## src/rtl/uart_pkg.sv

```systemverilog
// Shared types and constants for the UART transmitter.
// The PARITY state exists only when UART_TX_PARITY_EN is defined.
package uart_pkg;

    localparam logic [1:0] PAR_NONE = 2'b00;
    localparam logic [1:0] PAR_EVEN = 2'b01;
    localparam logic [1:0] PAR_ODD  = 2'b10;

    typedef enum logic [2:0] {
        IDLE   = 3'd0,
        LOAD   = 3'd1,
        START  = 3'd2,
        DATA   = 3'd3,
`ifdef UART_TX_PARITY_EN
        PARITY = 3'd4,
`endif
        STOP   = 3'd5
    } uart_state_t;

endpackage

```

## src/rtl/uart_baud_gen.sv

```systemverilog
// Bit-period counter: tick when the count reaches div, then wrap to 0.
module uart_baud_gen #(
    parameter int DIV_W = 16
) (
    input  logic             clk,
    input  logic             reset,
    input  logic             clear,
    input  logic [DIV_W-1:0] div,
    output logic             tick
);

    logic [DIV_W-1:0] r_cnt;

    assign tick = (r_cnt == div);

    always_ff @(posedge clk) begin
        if (reset || clear || tick) r_cnt <= '0;
        else                        r_cnt <= r_cnt + DIV_W'(1);
    end

endmodule

```

## src/rtl/uart_tx_engine.sv

```systemverilog
// UART transmit engine popping words from a TX FIFO, optional parity.
// Parity support is compiled in only when UART_TX_PARITY_EN is defined.
module uart_tx_engine
    import uart_pkg::*;
#(
    parameter int DATA_BITS = 8,
    parameter int STOP_BITS = 1,
    parameter int DIV_W     = 16
) (
    input  logic                 clk,
    input  logic                 reset,
    input  logic [DIV_W-1:0]     baud_div,
    input  logic [1:0]           parity_mode,
    input  logic                 txfe,
    input  logic [DATA_BITS-1:0] tx_fifo_data,
    output logic                 tx_fifo_shift,
    output logic                 tx,
    output logic                 busy,
    output logic                 tx_done
);

    localparam logic [3:0] BIT_LAST  = 4'(DATA_BITS - 1);
    localparam logic [3:0] STOP_LAST = 4'(STOP_BITS - 1);

    uart_state_t          r_state;
    logic [DATA_BITS-1:0] r_shreg;
    logic [DIV_W-1:0]     r_div;
    logic [3:0]           r_bit_cnt;
    logic                 r_tx, r_busy, r_shift, r_done;
    logic                 w_tick;

`ifdef UART_TX_PARITY_EN
    logic [1:0] r_par_mode;
    logic       r_par_bit;
    logic       w_par_on;
    assign w_par_on = (r_par_mode == PAR_EVEN) || (r_par_mode == PAR_ODD);
`else
    logic w_unused_par;
    assign w_unused_par = ^parity_mode;
`endif

    // Clearing during LOAD makes the count start at 0 on the first START cycle.
    uart_baud_gen #(.DIV_W(DIV_W)) u_baud (
        .clk   (clk),
        .reset (reset),
        .clear (r_state == LOAD),
        .div   (r_div),
        .tick  (w_tick)
    );

    assign tx            = r_tx;
    assign busy          = r_busy;
    assign tx_fifo_shift = r_shift;
    assign tx_done       = r_done;

    always_ff @(posedge clk) begin
        if (reset) begin
            r_state   <= IDLE;
            r_tx      <= 1'b1;
            r_busy    <= 1'b0;
            r_shift   <= 1'b0;
            r_done    <= 1'b0;
            r_shreg   <= '0;
            r_div     <= '0;
            r_bit_cnt <= '0;
`ifdef UART_TX_PARITY_EN
            r_par_mode <= PAR_NONE;
            r_par_bit  <= 1'b0;
`endif
        end else begin
            r_shift <= 1'b0;
            r_done  <= 1'b0;
            case (r_state)
                IDLE: if (!txfe) begin
                    r_state <= LOAD;
                    r_shift <= 1'b1;
                    r_busy  <= 1'b1;
                end
                LOAD: begin
                    r_shreg   <= tx_fifo_data;
                    r_div     <= baud_div;
`ifdef UART_TX_PARITY_EN
                    r_par_mode <= parity_mode;
                    r_par_bit  <= (^tx_fifo_data) ^ (parity_mode == PAR_ODD);
`endif
                    r_bit_cnt <= '0;
                    r_tx      <= 1'b0;
                    r_state   <= START;
                end
                START: if (w_tick) begin
                    r_tx      <= r_shreg[0];
                    r_bit_cnt <= '0;
                    r_state   <= DATA;
                end
                DATA: if (w_tick) begin
                    if (r_bit_cnt == BIT_LAST) begin
                        r_bit_cnt <= '0;
`ifdef UART_TX_PARITY_EN
                        if (w_par_on) begin
                            r_tx    <= r_par_bit;
                            r_state <= PARITY;
                        end else begin
                            r_tx    <= 1'b1;
                            r_state <= STOP;
                        end
`else
                        r_tx    <= 1'b1;
                        r_state <= STOP;
`endif
                    end else begin
                        r_bit_cnt <= r_bit_cnt + 4'd1;
                        r_shreg   <= r_shreg >> 1;
                        r_tx      <= r_shreg[1];
                    end
                end
`ifdef UART_TX_PARITY_EN
                PARITY: if (w_tick) begin
                    r_tx      <= 1'b1;
                    r_bit_cnt <= '0;
                    r_state   <= STOP;
                end
`endif
                STOP: if (w_tick) begin
                    if (r_bit_cnt == STOP_LAST) begin
                        r_done    <= 1'b1;
                        r_bit_cnt <= '0;
                        // Next word already waiting: skip IDLE so frames abut.
                        if (!txfe) begin
                            r_shift <= 1'b1;
                            r_state <= LOAD;
                        end else begin
                            r_busy  <= 1'b0;
                            r_state <= IDLE;
                        end
                    end else begin
                        r_bit_cnt <= r_bit_cnt + 4'd1;
                    end
                end
                default: begin
                    r_state <= IDLE;
                    r_tx    <= 1'b1;
                    r_busy  <= 1'b0;
                end
            endcase
        end
    end

endmodule

```

## config.mk

```make
export PLATFORM = sky130hd
export DESIGN_NAME = uart_tx_engine
export DESIGN_NICKNAME = d
export VERILOG_FILES = /design/src/rtl/uart_pkg.sv /design/src/rtl/uart_baud_gen.sv /design/src/rtl/uart_tx_engine.sv
export SDC_FILE = /design/constraint.sdc
export NUM_CORES = 1
export LEC_CHECK = 0
export CAP_MARGIN = 20
export CORE_UTILIZATION = 28
export CTS_CLUSTER_DIAMETER = 50
export DETAILED_ROUTE_END_ITERATION = 8
export HOLD_SLACK_MARGIN = 0.1
export PLACE_DENSITY_LB_ADDON = 0.1
export SLEW_MARGIN = 10
export SYNTH_ARGS = -nofsm -noshare
export SYNTH_HDL_FRONTEND = slang
export SYNTH_HIERARCHICAL = 1
export SYNTH_SLANG_ARGS = --single-unit
export TNS_END_PERCENT = 20
```

## constraint.sdc

```tcl
create_clock -name clk -period 3.15 [get_ports clk]
set_clock_uncertainty 0.2 [all_clocks]
set_input_delay 0.63 -clock clk [delete_from_list [all_inputs] [get_ports clk]]
set_output_delay 0.63 -clock clk [all_outputs]
set_load 0.01 [all_outputs]
```

==> results of run 1 <==
==> critical path: cells and delay by family (launching register included) <==
family	cells	cell delay (ps)
AOI/OAI and AO/OA	2	400
and+or+nand+nor	4	670
DFF	1	500
buffers and inverters	2	460
xor gates and xnor gates	1	160
==> cells in the mapped netlist, types with 2 or more instances <==
cell / instances / area share
a21oi_1: 18 / 0.036
a22oi_1: 4 / 0.012
a311oi_1: 4 / 0.014
a311oi_2: 3 / 0.018
buf_2: 2 / 0.0040
buf_4: 2 / 0.0059
clkbuf_1: 13 / 0.019
dfxtp_1: 51 / 0.40
ha_1: 3 / 0.015
inv_1: 8 / 0.012
nand2_1: 49 / 0.073
nand2b_1: 5 / 0.012
nand3_1: 14 / 0.028
nand4_1: 8 / 0.020
nor2_1: 16 / 0.024
nor2_2: 3 / 0.0074
nor2b_1: 2 / 0.0049
nor3_1: 20 / 0.040
nor3b_1: 2 / 0.0059
nor4_1: 3 / 0.0074
o21ai_0: 5 / 0.0099
xnor2_1: 28 / 0.097
xor2_1: 3 / 0.010
==> sequential cells by signal (all words and copies together) (netlist names) <==
name	cells
r_div	16
u_baud/r_cnt	16
r_shreg	8
r_bit_cnt	4
r_state	3
busy	1
tx	1
tx_done	1
tx_fifo_shift	1
==> layout make-up <==
class,count,share of cell area
multi-input cells,217,0.4530
flip-flops and latches,51,0.3364
repair buffers,39,0.1212
well taps,108,0.04452
clock buffers,6,0.02391
inverters,9,0.01113
clock inverters,1,0.009893
==> power groups by stage <==
| stage | Clock (mW) | Combinational [mW] | Sequential (mW) |
|---|---|---|---|
| global route | 0.497 | 0.412 | 0.746 |
| finish | 0.446 | 0.368 | 0.737 |
| CTS | 0.469 | 0.375 | 0.738 |
| detailed placement | 0 | 0.372 | 0.753 |
| floorplan | 0 | 0.264 | 0.743 |
| global placement | 0 | 0.374 | 0.752 |
==> path summary, 6_finish.rpt <==
kind	slack (ps)	start	depth (start not counted)	to
max reg2reg	660	u_baud/r_cnt[2]$_SDFF_PP0_	9	r_shreg[6]$_SDFFE_PP0P_
max	660	u_baud/r_cnt[2]$_SDFF_PP0_	9	r_shreg[6]$_SDFFE_PP0P_
min reg2reg	270	r_div[8]$_SDFFE_PP0P_	2	r_div[8]$_SDFFE_PP0P_
min	270	r_div[8]$_SDFFE_PP0P_	2	r_div[8]$_SDFFE_PP0P_
==> stage by stage <==
stage | hold slack (ps) | area [µm²] | setup WS [ps] | utilization
after floorplan | 249.6 | 2534 | 338.9 | -
after global placement | 257.5 | 2933 | 644.8 | 0.3363
after detailed placement | 264.0 | 2933 | 606.4 | 0.3363
after CTS | 277.1 | 3035 | 586.6 | 0.3481
after global routing | 298.2 | 3035 | 399.1 | 0.3481
final | 274.1 | 3035 | 661.0 | 0.3481
==> cells by family after synthesis <==
group / after synthesis
XOR/XNOR: 31
AO/OA/AOI/OAI: 46
buffers and inverters: 29
flip-flops: 51
AND/OR/NAND/NOR: 136
adder cells (fa/ha/maj): 3
multiplexers: 1
==> per-layer routing <==
metal / up-vias / track usage / wire [µm]
met2: 32 / 0.2053 / 2600
met1: 962 / 0.1586 / 2730
met3: 9 / 0.02806 / 191
met5: - / 0 / 0
li1: 1087 / - / -
met4: 0 / 0.04822 / 99
==> results.txt, run 1 <==
Max-cap violations - 0
CTS clk-pin slew, worst paths - 90 ps
Core Area - 8721 µm²
Num CTS Buffers - 5
Slew Limit Fails - 0
Vias - 2090
CP Capture Type - flop
Maximum fanout along the worst path - 15
Worst-margin pin slew - 607.3 ps
Syn Nets - 329
Clock sink count - 51
Die Width - 97.13 µm
Setup TNS - 0 ps
Layout Area Growth over Synthesis - 19.80%
Final-report hold violation count - 0
Cts-stage hold buffer count - 0
CTS tree - built
Critical Path, Cell by Cell - xnor2_1 -> nand4_1 -> nor4_4 -> buf_4 -> nand2_1 -> o31ai_4 -> buf_4 -> nor2_1 -> a311oi_1
Drc violations - 0
DRT iter0 DRCs - 110
Compound-Gate Fraction of Synth Area - 0.1343
Logic pwr share - 0.237
Port buffer count - 30
PD cells - 511.3 nW/µm²
Max clock buf depth - 2
Antenna-violating nets left - 0
Share of layout cells above drive strength 1 - 0.09288
Seq pwr share - 0.475
Max-Slew Margin vs Limit - 0.5946
Async S/R FF share, synth - 0
Die Height - 97.13 µm
Num rows - 34
Final period util - 0.7902
Clk_lat worst skew - 300 ps
Sequential cell area fraction in the yosys report - 0.4030
Commonest non-fill, non-tap cell in the layout - dfxtp_1
Post-CTS Setup Bufs - 0
FF+latch count, synth - 51
Iteration count of the initial detailed-routing pass - 4
Fill cell count - 906
Simple-gate portion of the synthesized area - 0.2825
Total Power - 1.552 mW
Internal - 1.093 mW
N_diodes - 0
Total wire length - 5622 µm
Vias in the first global route - 1994
Nets - 355
Crit-path most repeated cell - buf_4
Crit Path Class - reg -> reg
Post-synthesis mux area share - 0.003951
Largest family of logic cells by synthesized area - simple AND/OR/NAND/NOR gates
I/O pin cnt - 33
Largest net degree at the start of global routing - 27
Synth Area in Adders - 0.01481
# setup viols final - 0
Die Area - 9433 µm²
Power share of the clock group - 0.287
WL per Instance - 13.04 µm
Sw Share - 0.2960
CP max stage delay - 500 ps
First-pass GRT wire length - 9577 µm
Initial antenna violation count - 0
Psw - 459.4 µW
CTS H-tree lvls - 2
Most frequent cells in the layout - dfxtp_1, nand2_1, clkdlybuf4s50_1
Final std cells w/o fill - 431
Worst vdd ir - 0.1876 mV
GPL Wtd Cong - 0.7414
Footprint of the multi-input gates - 1375 µm²
Post-DP HPWL - 3976 µm
Outcome - complete, no violations
Gr ovfl total - 0
Crit path DAT - 2500 ps
Initial Util - 0.2905
CTS root buf - clkbuf_8
Worst setup SP type - flop
FF+latch area - 1021 µm²
Placed Cells - 424
Post-synth EDFFs - 0
Hold Path Class - reg -> reg
Count of cell types in the netlist - 54
CP max-delay cell - dfxtp_1
Syn Inst Count - 297
RSZ-0062 raised after global routing - no
Tot GR Track Use - 0.1248
Highest Clock Rate - 401.8 MHz
P_leak - 0.9690 nW
Min Tclk post-route - 2489 ps
Via-to-Cell Ratio - 4.849
Ys Warns - 6
Synth Cell Area - 2534 µm²
Syn_area_per_cell - 8.531 µm²
CTS resizes - 0
Critical path required time - 3160 ps
XOR/XNOR Fraction of Synth Area - 0.1072
Ys flop type - dfxtp_1
Note: power is estimated with default switching activity, not from simulation.
==> run 2: changes to the inputs <==
- clock period: 3.15 -> 2 ns (I/O delays scaled with it)
==> run 2 against run 1 <==
Net effect:
- the flow now finishes with violations (setup timing)
- cell count up 9.5%
- die area unchanged
- global-route usage up 1.1 points
- largest power group unchanged
==> results.txt, run 2 (synthesis results as in run 1) <==
Crit path max-delay family - simple AND/OR/NAND/NOR gates
Layout Area Growth over Synthesis - 37.83%
Hold Path Class - reg -> reg
Seq pwr share - 0.445 (-0.030)
CP Capture Type - flop
Total wire length - 6083 µm (+8.2%)
Die Width - 97.13 µm (unchanged)
Psw - 817.5 µW (+78%)
CP max stage delay - 350 ps (-150 ps)
Internal - 1.778 mW (+63%)
CTS root buf - clkbuf_8
Crit-path most repeated cell - buf_4
Commonest non-fill, non-tap cell in the layout - nand2_1
# setup viols final - 17 (+17)
PnR worst setup slack - -254.6 ps (-915.6 ps)
I/O pin cnt - 33 (unchanged)
Initial antenna violation count - 0 (unchanged)
Final period util - 1.127 (+0.3371)
Num rows - 34 (unchanged)
Share of layout cells above drive strength 1 - 0.2665 (+0.1736)
Drc violations - 0 (unchanged)
Placed cell areas - 3252 µm² (+11%)
Num CTS Buffers - 5 (unchanged)
Worst path bufs/invs - 4 (+2)
Critical path required time - 1980 ps (-1180 ps)
Most frequent cells in the layout - nand2_1, buf_4, dfxtp_1
Final-report hold violation count - 0 (unchanged)
Initial Util - 0.2905 (unchanged)
Port buffer count - 30 (unchanged)
Max clock buf depth - 2 (unchanged)
Nets - 395 (+11%)
Biggest registers after layout - r_div (16), u_baud/r_cnt (16), r_shreg (8)
Logic pwr share - 0.329 (+0.092)
CTS clk-pin slew, worst paths - 90 ps (about the same)
RSZ-0062 raised after global routing - yes
Vias - 2226 (+6.5%)
N_diodes - 0 (unchanged)
Largest net degree at the start of global routing - 21 (-22%)
CP max-delay cell - dfxtp_2
Clock sink count - 51 (unchanged)
Final instance area - 3492 µm² (+15%)
Failing checks - setup timing
CTS tree - built
Tot GR Track Use - 0.1360 (+0.01118)
Max-cap violations - 0 (unchanged)
P_leak - 1.220 nW (+26%)
Slew Limit Fails - 0 (unchanged)
Final Core Density - 0.4004 (+0.05237)
Power share of the clock group - 0.226 (-0.061)
Crit path DAT - 2240 ps (-260 ps)
PD cells - 743.2 nW/µm² (+45%)
GPL Wtd Cong - 0.7283 (-1.8%)
Maximum fanout along the worst path - 7 (-8)
Worst setup SP type - flop
Critical Path, Cell by Cell - xnor2_2 -> nand4_1 -> nor4_4 -> buf_4 -> nand2_4 -> o31ai_4 -> buf_12 -> buf_8 -> buf_4 -> a311oi_2
Die Height - 97.13 µm (unchanged)
WL per Instance - 12.89 µm (-1.2%)
Die Area - 9433 µm² (unchanged)
Gr ovfl total - 0 (unchanged)
Antenna-violating nets left - 0 (unchanged)
Outcome - finished, violations left
Vias in the first global route - 2231 (+12%)
Sw Share - 0.3150 (+0.01896)
Via-to-Cell Ratio - 4.716 (-2.7%)
Worst vdd ir - 0.3196 mV (+70%)
Max-Slew Margin vs Limit - 0.7545 (+0.1599)
Iteration count of the initial detailed-routing pass - 4 (unchanged)
Worst-margin pin slew - 367.5 ps (-239.8 ps)
CTS H-tree lvls - 2 (unchanged)
Crit Path Class - reg -> reg
Post-place setup slack - -308.6 ps (-915.0 ps)
DRT iter0 DRCs - 53 (-52%)
Core Area - 8721 µm² (unchanged)
Min Tclk post-route - 2255 ps (-234.4 ps)
Clk_lat worst skew - 300 ps (about the same)
Highest Clock Rate - 443.5 MHz (+10%)
Post-DP HPWL - 4519 µm (+14%)
First-pass GRT wire length - 10500 µm (+9.6%)
==> run 2: cell types whose count changed in the layout (fill, tap and decap cells not counted), sizes merged <==
cell	delta
buf	+40
clkbuf	+1
bufinv	-1
clkinv	+1
==> run 2: layout make-up <==
| type | count | area, µm² |
|---|---|---|
| Clock buffer | 7 | 76.32 |
| Clock inverter | 1 | 5.005 |
| Fill cell | 910 | 5229 |
| Inverter | 9 | 33.78 |
| Multi-Input combinational cell | 217 | 1500 |
| Sequential cell | 51 | 1033 |
| Tap cell | 108 | 135.1 |
| Timing Repair Buffer | 79 | 708.2 |
==> run 2: repair_timing <==
item,CTS,global route
setup endpoints to repair,18,19
hold buffers,0,0
pin swaps,9,11
gates resized for setup,10,15
setup buffers,2,7
==> run 2: worst paths after layout <==
check                                      startpoint                 endpoint  slack [ps]  depth (start not counted)
worst max-delay path            r_div[3]$_SDFFE_PP0P_  r_shreg[5]$_SDFFE_PP0P_        -250                         10
worst min-delay path            r_div[8]$_SDFFE_PP0P_    r_div[8]$_SDFFE_PP0P_         270                          2
worst max register to register  r_div[3]$_SDFFE_PP0P_  r_shreg[5]$_SDFFE_PP0P_        -250                         10
worst min register to register  r_div[8]$_SDFFE_PP0P_    r_div[8]$_SDFFE_PP0P_         270                          2
==> run 2: tightest hold or removal path, stage by stage, from the launching register on <==
cell	delay, ps
dfxtp_1	320
nand2_1	50
a21oi_1	50
==> run 2: per-stage QoR <==
step / total power, mW / instances / setup TNS (ps) / hold slack (ps)
finish: 2.595 / 472 / -2920 / 272.1
global route: 2.751 / 472 / -5425 / 301.9
CTS: 2.575 / 466 / -2973 / 274.9
detailed placement: 1.933 / 456 / -3565 / 261.3
global placement: 1.930 / 456 / -3683 / 261.2
floorplan: 1.637 / 297 / -8404 / 248.8
==> run 2: per-layer routing <==
layer / wire (µm) / up-vias / global-route usage
met5: 0 / - / 0
met4: 59 / 0 / 0.04248
met3: 112 / 5 / 0.02446
met2: 2785 / 16 / 0.2189
met1: 3126 / 1040 / 0.1844
li1: - / 1165 / -
==> run 2: power by group through the flow <==
stage                     sequential [mW]  combinational [mW]  clock (mW)
final                                1.15               0.854       0.586
after CTS                            1.15               0.807       0.615
after global routing                 1.17               0.938       0.647
after global placement               1.17               0.755           0
after floorplan                      1.18               0.459           0
after detailed placement             1.17               0.758           0
